## src/rtl/ocl_multi_fifo_regs.sv

```systemverilog
// AXI-Lite register slave exposing NUM_CH independent FIFOs (push on DATA write, pop on DATA read)
// with per-channel STATUS, almost-full THRESH and CTRL (flush / clear sticky) registers.
module ocl_multi_fifo_regs #(
  parameter int          NUM_CH     = 4,
  parameter int          DATA_W     = 32,
  parameter int          DEPTH      = 16,
  parameter logic [31:0] UNIMPL_VAL = 32'hDEAD_BEEF
) (
  input  logic                   clk_main_a0,
  input  logic                   rst_main_n,
  input  logic                   awvalid,
  output logic                   awready,
  input  logic [31:0]            awaddr,
  input  logic                   wvalid,
  output logic                   wready,
  input  logic [31:0]            wdata,
  input  logic [3:0]             wstrb,
  output logic                   bvalid,
  input  logic                   bready,
  output logic [1:0]             bresp,
  input  logic                   arvalid,
  output logic                   arready,
  input  logic [31:0]            araddr,
  output logic                   rvalid,
  input  logic                   rready,
  output logic [31:0]            rdata,
  output logic [1:0]             rresp,
  output logic [NUM_CH-1:0]      fifo_empty,
  output logic [NUM_CH-1:0]      fifo_full,
  output logic [NUM_CH-1:0]      fifo_afull,
  output logic [NUM_CH*16-1:0]   fifo_count,
  output logic [1:0]             dbg_state
);

  localparam int PTR_W = $clog2(DEPTH);
  localparam int CNT_W = PTR_W + 1;
  localparam int CH_W  = (NUM_CH > 1) ? $clog2(NUM_CH) : 1;
  localparam logic [CNT_W-1:0] FULL_CNT = CNT_W'(DEPTH);
  localparam logic [1:0] RESP_OKAY   = 2'b00;
  localparam logic [1:0] RESP_SLVERR = 2'b10;

  // Handshake: a request is taken only in IDLE; awready/wready (or arready) pulse for the single
  // cycle in which valid is seen, and bvalid/rvalid then hold until the host's ready is sampled.
  typedef enum logic [1:0] {S_IDLE = 2'd0, S_WRESP = 2'd1, S_RDATA = 2'd2} state_t;

  state_t state_q, state_d;
  logic [1:0] rst_sync;
  logic       rst_n;
  logic       wr_fire, rd_fire;
  logic       unused_bits;

  logic [DATA_W-1:0] mem    [NUM_CH][DEPTH];
  logic [PTR_W-1:0]  wr_ptr [NUM_CH];
  logic [PTR_W-1:0]  rd_ptr [NUM_CH];
  logic [CNT_W-1:0]  count  [NUM_CH];
  logic [15:0]       thresh [NUM_CH];
  logic [NUM_CH-1:0] ovf, udf;

  logic            wr_map, rd_map;
  logic [CH_W-1:0] wr_ch, rd_ch;
  logic            push_ok, push_ovf, thresh_we, ctrl_we, wr_err;
  logic            pop_ok, pop_udf, rd_err;
  logic [31:0]     rd_word;

  assign unused_bits = ^{wstrb, wdata};

  // Reset asserts asynchronously and releases two clocks later, synchronous to clk_main_a0.
  always_ff @(posedge clk_main_a0 or negedge rst_main_n) begin
    if (!rst_main_n) rst_sync <= 2'b00;
    else             rst_sync <= {rst_sync[0], 1'b1};
  end
  assign rst_n = rst_sync[1];

  assign wr_map = (awaddr[31:8] == 24'd0) && (32'(awaddr[7:4]) < 32'(NUM_CH)) && (awaddr[1:0] == 2'b00);
  assign rd_map = (araddr[31:8] == 24'd0) && (32'(araddr[7:4]) < 32'(NUM_CH)) && (araddr[1:0] == 2'b00);
  assign wr_ch  = awaddr[4 +: CH_W];
  assign rd_ch  = araddr[4 +: CH_W];

  always_comb begin
    state_d = state_q;
    awready = 1'b0;
    wready  = 1'b0;
    arready = 1'b0;
    wr_fire = 1'b0;
    rd_fire = 1'b0;
    case (state_q)
      S_IDLE: begin
        if (rst_n && awvalid && wvalid) begin
          awready = 1'b1;
          wready  = 1'b1;
          wr_fire = 1'b1;
          state_d = S_WRESP;
        end else if (rst_n && arvalid) begin
          arready = 1'b1;
          rd_fire = 1'b1;
          state_d = S_RDATA;
        end
      end
      S_WRESP: if (bready) state_d = S_IDLE;
      S_RDATA: if (rready) state_d = S_IDLE;
      default: state_d = S_IDLE;
    endcase
  end

  assign bvalid    = (state_q == S_WRESP);
  assign rvalid    = (state_q == S_RDATA);
  assign dbg_state = state_q;

  always_comb begin
    push_ok   = 1'b0;
    push_ovf  = 1'b0;
    thresh_we = 1'b0;
    ctrl_we   = 1'b0;
    wr_err    = !wr_map;
    if (wr_map) begin
      case (awaddr[3:2])
        2'd0: begin
          push_ok  = wr_fire && (count[wr_ch] != FULL_CNT);
          push_ovf = wr_fire && (count[wr_ch] == FULL_CNT);
          wr_err   = (count[wr_ch] == FULL_CNT);
        end
        2'd2:    thresh_we = wr_fire;
        2'd3:    ctrl_we   = wr_fire;
        default: ;
      endcase
    end
  end

  always_comb begin
    rd_word = UNIMPL_VAL;
    rd_err  = 1'b1;
    pop_ok  = 1'b0;
    pop_udf = 1'b0;
    if (rd_map) begin
      rd_err = 1'b0;
      case (araddr[3:2])
        2'd0: begin
          if (count[rd_ch] == '0) begin
            rd_word = 32'd0;
            rd_err  = 1'b1;
            pop_udf = rd_fire;
          end else begin
            rd_word = 32'(mem[rd_ch][rd_ptr[rd_ch]]);
            pop_ok  = rd_fire;
          end
        end
        2'd1:    rd_word = {11'd0, udf[rd_ch], ovf[rd_ch], fifo_afull[rd_ch], fifo_full[rd_ch],
                            fifo_empty[rd_ch], 16'(count[rd_ch])};
        2'd2:    rd_word = {16'd0, thresh[rd_ch]};
        default: rd_word = 32'd0;
      endcase
    end
  end

  always_ff @(posedge clk_main_a0 or negedge rst_n) begin
    if (!rst_n) begin
      state_q <= S_IDLE;
      bresp   <= RESP_OKAY;
      rresp   <= RESP_OKAY;
      rdata   <= 32'd0;
      ovf     <= '0;
      udf     <= '0;
      for (int c = 0; c < NUM_CH; c++) begin
        wr_ptr[c] <= '0;
        rd_ptr[c] <= '0;
        count[c]  <= '0;
        thresh[c] <= 16'(DEPTH - 1);
      end
    end else begin
      state_q <= state_d;
      if (wr_fire) bresp <= wr_err ? RESP_SLVERR : RESP_OKAY;
      if (rd_fire) begin
        rdata <= rd_word;
        rresp <= rd_err ? RESP_SLVERR : RESP_OKAY;
      end
      if (push_ok) begin
        wr_ptr[wr_ch] <= wr_ptr[wr_ch] + 1'b1;
        count[wr_ch]  <= count[wr_ch] + 1'b1;
      end
      if (push_ovf)  ovf[wr_ch]    <= 1'b1;
      if (thresh_we) thresh[wr_ch] <= wdata[15:0];
      if (ctrl_we && wdata[0]) begin
        wr_ptr[wr_ch] <= '0;
        rd_ptr[wr_ch] <= '0;
        count[wr_ch]  <= '0;
      end
      if (ctrl_we && wdata[1]) begin
        ovf[wr_ch] <= 1'b0;
        udf[wr_ch] <= 1'b0;
      end
      if (pop_ok) begin
        rd_ptr[rd_ch] <= rd_ptr[rd_ch] + 1'b1;
        count[rd_ch]  <= count[rd_ch] - 1'b1;
      end
      if (pop_udf) udf[rd_ch] <= 1'b1;
    end
  end

  // Entry storage carries no reset; occupancy is tracked only by the pointers and counts.
  always_ff @(posedge clk_main_a0) begin
    if (push_ok) mem[wr_ch][wr_ptr[wr_ch]] <= wdata[DATA_W-1:0];
  end

  always_comb begin
    fifo_empty = '0;
    fifo_full  = '0;
    fifo_afull = '0;
    fifo_count = '0;
    for (int c = 0; c < NUM_CH; c++) begin
      fifo_empty[c]         = (count[c] == '0);
      fifo_full[c]          = (count[c] == FULL_CNT);
      fifo_afull[c]         = (16'(count[c]) >= thresh[c]);
      fifo_count[16*c +: 16] = 16'(count[c]);
    end
  end

endmodule

```

## config.mk

```make
export PLATFORM = sky130hd
export DESIGN_NAME = ocl_multi_fifo_regs
export DESIGN_NICKNAME = d
export VERILOG_FILES = /design/src/rtl/ocl_multi_fifo_regs.sv
export SDC_FILE = /design/constraint.sdc
export NUM_CORES = 2
export LEC_CHECK = 0
export CAP_MARGIN = 5
export CORE_MARGIN = 1.5
export CORE_UTILIZATION = 62
export CTS_CLUSTER_SIZE = 40
export DETAILED_ROUTE_END_ITERATION = 6
export PLACE_DENSITY = 0.83
export SLEW_MARGIN = 30
export SYNTH_ARGS = -nofsm -noshare
export SYNTH_HDL_FRONTEND = slang
export SYNTH_SLANG_ARGS = --single-unit
```

## constraint.sdc

```tcl
create_clock -name clk_main_a0 -period 7.8 [get_ports clk_main_a0]
set_input_delay 1.56 -clock clk_main_a0 [delete_from_list [all_inputs] [get_ports clk_main_a0]]
set_output_delay 1.56 -clock clk_main_a0 [all_outputs]
set_load 0.02 [all_outputs]
```

# After elaboration in Yosys (flattened, before gate mapping)

Memory sizes are Yosys's and may differ from the RTL's.
Cells that the tools add are included.

Add/subtract/negate cells: 4
$mul: 0
Divide/modulo/power cells: 0
Magnitude comparators: 17
Equal/unequal tests: 15
Shifts and indexed selects: 0
Multiplexer cells: 96
Bitwise logic cells: 14
Reduce and logical (&&, ||, !) cells: 30

Operators by type and width:

| kind               | number |
|---|---|
| $mux 512           | 1 |
| $mux 32            | 5 |
| $bmux 32 s4        | 1 |
| $demux 32 s4       | 1 |
| $mux 16            | 7 |
| $pmux 32 s3        | 1 |
| $bwmux 64          | 1 |
| $ge 5x16->1        | 4 |
| $mux 20            | 3 |
| $logic_not 24->1   | 2 |
| $bwmux 20          | 2 |
| $mux 4             | 10 |
| $and 16x16->16     | 2 |
| $bmux 16 s2        | 1 |
| $bwmux 16          | 2 |
| $demux 16 s2       | 1 |
| $mux 1             | 32 |
| $mux 5             | 6 |
| $eq 5x5->1 const B | 5 |
| $logic_not 5->1    | 5 |
| $and 20x20->20     | 1 |
| $bmux 5 s2         | 2 |
| $demux 5 s2        | 2 |
| $not 20->20        | 1 |
| other kinds (31)   | 78 |

Register bits after elaboration: 164
Bits in latches: 0
Memory bits (writable): 2048
Bits in read-only memories: 0
Bits of input ports: 107
Output and inout port bits: 119
Logic and storage cells: 200
Memories: 1

Memory list:

| memory | depth | bits a word | rd ports | clocked after Yosys merged registers in | wr ports | RTL line | RTL |
|---|---|---|---|---|---|---|---|
| mem    | 4     | 512         | 1        | 0                                       | 1        | 52       | `logic [DATA_W-1:0] mem [NUM_CH][DEPTH];` |

# Logic depth before layout (Yosys ltp)

Depth in word-level cells: 13
Mapped depth: 15
Gate-level depth less buffers: 10

# Least setup slack after synthesis

No wires, ideal clock.

Path type: reg2reg
From: reg rst_sync[1]
To: mem mem[2][480] (netlist name) (enable)
Setup time: 461 ps
Data arrival time: 7617 ps
Data required time: 7339 ps
Path slack: -278 ps
Cell stages (with the launch flop): 9
Path buffers: 2
Clock period less this slack: 8078 ps
Cells stage by stage: dfrtp_1 -> nor3b_1 -> nand3_1 -> nor3_2 -> and3_1 -> buf_2 -> nand2_1 -> buf_2 -> nor3_1

Longest elaborated chain between the ends: 9

RTL lines:

| item                           | RTL line | RTL |
|---|---|---|
| start, declared                | 47       | `logic [1:0] rst_sync;` |
| start signal, assigned         | 70       | `else rst_sync <= {rst_sync[0], 1'b1};` |
| $logic_and 1x1->1 (2 in a row) | 88       | `if (rst_n && awvalid && wvalid) begin` |
| $mux 1                         | 88       |  |
| $mux 1                         | 86       | `case (state_q)` |
| $logic_and 1x1->1              | 118      | `push_ok = wr_fire && (count[wr_ch] != FULL_CNT);` |
| $mux 1                         | 116      | `case (awaddr[3:2])` |
| $mux 1                         | 115      | `if (wr_map) begin` |
| $mux 1                         | 201      | `if (push_ok) mem[wr_ch][wr_ptr[wr_ch]] <= wdata[DATA_W-1:0];` |
| $mux 512 (not written as such) | 201      |  |
| end, declared                  | 52       |  |

No other way between the ends.

# Final worst setup path

From: in awaddr[4]
To: mem mem[3][26] (netlist name) (enable)

Longest elaborated chain between the ends: 10
Elaborated cells on any way between the ends: 22
Classes of those cells: order compare (3); eq/ne (1); mux (12); bitwise (2); reduce/logical (4)

RTL lines:

| item                                                                       | RTL line | RTL |
|---|---|---|
| start, declared                                                            | 13       | `input logic [31:0] awaddr,` |
| $not 2->3 (not written as such)                                            | 118, 201 |  |
| $bmux 4 s2 / $bmux 5 s2 (equally long branches)                            | 201, 118 |  |
| $mux 4 (not written as such) / $mux 5 (equally long branches) (2 in a row) | 201, 118 |  |
| $not 4->5 (not written as such) / $ne 5x5->1 (equally long branches)       | 201, 118 |  |
| $ge 5x5->1 (not written as such) (tied with other cells)                   | 201      |  |
| $logic_and 1x1->1 (not written as such) / $mux 1 (equally long branches)   | 201, 116 |  |
| $mux 32 (not written as such) / $mux 1 (equally long branches)             | 201, 115 |  |
| $demux 32 s4 / $mux 1 (equally long branches)                              | 201      |  |
| $mux 512 (not written as such)                                             | 201      |  |

Several ways; a longest one is shown, not always the timed one. The select of a mux whose other input is x is not followed.

==> results.cfg <==
[power]
pwr-share-clk_pct = 41.2
p_switching_mw = 5.02
power_mw = 23.7
comb_power_share_pct = 4.1
internal_power_mw = 18.7
cellLeakagePower_nw = 31.5
power_density_nw_per_um2 = 239
seq_power_share_pct = 54.7
peakVddDrop_mv = 0.189
swShare_pct = 21.2

[sta]
fmax_mhz = 182
finalCritPeriodShare_pct = 70.5
max_slew_margin_pct = 31.2
tns_ps = 0
fin_skew_ps = 41.6
max_slew.worst_pin.slew_ps = 1030
drv_slew = 0
setup_violations = 0
hold_viol_final = 0
min_period_ps = 5500
rsz0062_at_grt = false

[cts]
cts_hold_buf = 0
insertion_delay_ps = 850
cts_tree = yes
cts_root_buffer = clkbuf_16
clockBufferDepth = 3
cts_resized = 0
cts.clk_slew.worst_paths_ps = 60
postCtsSetupBuffers = 0
cts_sinks = 2210
cts_made_buffers = 204
htreeDepth = 4

[worst_setup_path]
end_kind = flop
rrSetupSlack_ps = 3130
reg2reg_to = mem[3][26]$_DFFE_PP_
cp.required_ps = 8270
ff2ff_path_depth = 7
arrival_ps = 5970
r2r_start = rst_sync[1]$_DFF_PN0_
startpoint_type = input port
worstPathMaxFanout = 18
crit_type = input port to flop

[yosys]
ys_types = 57
synth_top_area_share_pct = 70.0
synth_area_sq_um = 87900
synth.top_cells.by_area = edfxtp_1, mux4_2, dfrtp_1
avgSynthCellArea_sq_um = 20.4
yosysWarningCount = 0
synth_edf_count = 2048
seq_area_frac_synth_pct = 74.6
async_flop_share_pct = 7.33
synth-compound-area-share_pct = 3.15
syn_inst = 4300
yosysTopAreaCell = edfxtp_1
synth-xor-area-share_pct = 0.120
synth_flop_cell = edfxtp_1
yosys.area_share.simple_pct = 3.00
synthAdderAreaFrac_pct = 0.399
synth_seq_cells = 2210
synthMuxAreaShare_pct = 16.8
synth_top_family_by_area = multiplexers

[run]
max_cap_viol_count = 0

[floorplan]
start_util_pct = 62.7
fp.dieH_microns = 379
io_pins = 226
die_x_microns = 379
core_region_area_sq_um = 140000
fp.dieArea_sq_um = 144000
rows = 137

[global_route]
top_usage_layer = met2
use_met3_pct = 8.00
overflow = 0
grt_pass1_vias = 48178
antenna_found_initial = 6
grt_use_met1_pct = 44.5
grt_max_degree = 142
grt_pass1_wl_microns = 341000
grt_usage_pct = 33.7
grt_use_met2_pct = 53.0

[finish]
fillCellCount = 7640
utilization_pct = 70.6
area_growth_pct = 12.6
final_layout_size_suffix_gt1_share_pct = 24.9
multi_input_area_sq_um = 21200
design_area_sq_um = 98900
ff_latch_area_sq_um = 65600
instances_no_fill = 6619
fin_nets = 4714

[run_status]
outcome = finished, final reports clean

[placement]
place_inst = 6245
place_area_sq_um = 92400
dpl.hpwl_microns = 127000
gp_congestion = 0.918
io_buffer_count = 175

[routing]
drt_iter0_markers = 7476
drt-wirelength-per-cell_microns = 36.2
routed_wl_microns = 239000
drc_errors = 0
via_count = 47684
via_per_inst = 7.20
first_pass_iters = 7
final_antenna_net_count = 0

[hold_path]
min_path_type = flop to asynchronous set/reset pin
kinds of logic (layout without fill, tap and decap cells):
logic type	Yosys count	in the layout
buf+inv	329	726
other cells	2	48
simple gates	529	529
fa+ha+maj	28	28
compound gates	411	411
xor+xnor	12	12
mux	779	779
flops	2210	2210
registers in the layout (all words and copies together) (netlist names), 2 cells and up, named ones only:
signal      flops
mem          2048
thresh         64
rdata          32
fifo_count     20
rd_ptr         16
wr_ptr         16
udf             4
dbg_state       2
rst_sync        2
Yosys cell counts (10+ instances only):
master    instances
a211oi_1        136
a21oi_1         110
a22oi_1          24
a311oi_1         11
a31oi_1          11
and2_1           11
buf_1            18
buf_2           110
buf_4            79
clkbuf_1         88
dfrtp_1         146
dfstp_2          16
edfxtp_1       2048
ha_1             28
inv_1            34
mux2_2           75
mux2i_1         155
mux4_2          549
nand2_1         125
nand2b_1         15
nand3_1          59
nand4_1          13
nor2_1          105
nor2b_1         104
nor3_1           46
nor4_1           28
o21ai_0          27
o21bai_1         16
o221ai_1         15
o22ai_1          23
xnor2_1          10
power by group through the flow:
stage,clock [mW],combinational (mW),sequential [mW]
2_1_floorplan,0,0.530,13.2
4_1_cts,9.77,0.960,13.0
5_1_grt,10.2,1.01,12.9
3_3_place_gp,0,0.899,13.2
3_5_place_dp,0,0.931,13.2
6_report,9.75,0.970,12.9
layout by cell type (no fill, tap or decap), types with 13 or more instances in the layout:
master | Yosys | layout
nand2_1 | 125 | 125
buf_2 | 110 | 17
nor4_1 | 28 | 27
clkinv_1 | 0 | 35
o21bai_1 | 16 | 16
buf_4 | 79 | 134
o22ai_1 | 23 | 23
nor2_1 | 105 | 65
nand2b_1 | 15 | 15
inv_1 | 34 | 34
edfxtp_1 | 2048 | 2048
buf_16 | 0 | 16
o21ai_0 | 27 | 27
dfrtp_1 | 146 | 145
nor2_4 | 0 | 40
a211oi_1 | 136 | 136
ha_1 | 28 | 28
a22oi_1 | 24 | 24
nor3_2 | 2 | 26
o221ai_1 | 15 | 15
mux2_2 | 75 | 74
conb_1 | 2 | 47
nor3_1 | 46 | 22
clkbuf_16 | 0 | 208
nand3_1 | 59 | 59
clkbuf_1 | 88 | 54
mux2i_1 | 155 | 155
a21oi_1 | 110 | 110
clkinv_2 | 0 | 35
nor2b_1 | 104 | 104
nand4_1 | 13 | 13
clkdlybuf4s50_1 | 0 | 141
dfstp_2 | 16 | 16
mux4_2 | 549 | 546
critical path, cell delays in order:
cell and delay [ps]:
clkdlybuf4s50_1 1100, mux4_2 640, nand3_1 210, and3_1 760, nand2_1 470, nor2_4 720
buf_4 460
how the worst max path moves through the flow:
stage	cells past startpoint	end	slack, ps	startpoint
after floorplan	8	mem[2][480]$_DFFE_PP_	1350	rst_sync[1]$_DFF_PN0_
after global placement	8	mem[1][46]$_DFFE_PP_	1620	awaddr[4]
after detailed placement	7	mem[0][31]$_DFFE_PP_	1590	awaddr[4]
after CTS	7	mem[0][28]$_DFFE_PP_	2410	awaddr[4]
after global routing	9	mem[0][23]$_DFFE_PP_	2220	awaddr[4]
final	7	mem[3][26]$_DFFE_PP_	2300	awaddr[4]
layout make-up:
class	instances	share of cell area [%]
Sequential cell	2210	66.3
Multi-Input combinational cell	1806	21.5
Clock buffer	268	5.55
Timing Repair Buffer	323	3.26
Tap cell	1876	2.37
Clock inverter	101	0.906
Inverter	34	0.129
Antenna cell	1	0.00253
per-layer routing:
metal,part of all wire (%),vias to the layer above
li1,-,18224
met3,13,823
met4,6.1,0
met5,0,-
met1,33,24249
met2,48,4388
stage by stage:
stage | setup WS [ps] | hold WS [ps]
6_report | 2300 | 181
3_3_place_gp | 1620 | 164
4_1_cts | 2410 | 175
2_1_floorplan | 1350 | 331
3_5_place_dp | 1590 | 160
5_1_grt | 2220 | 181
Power figures use the tool's default switching activity.
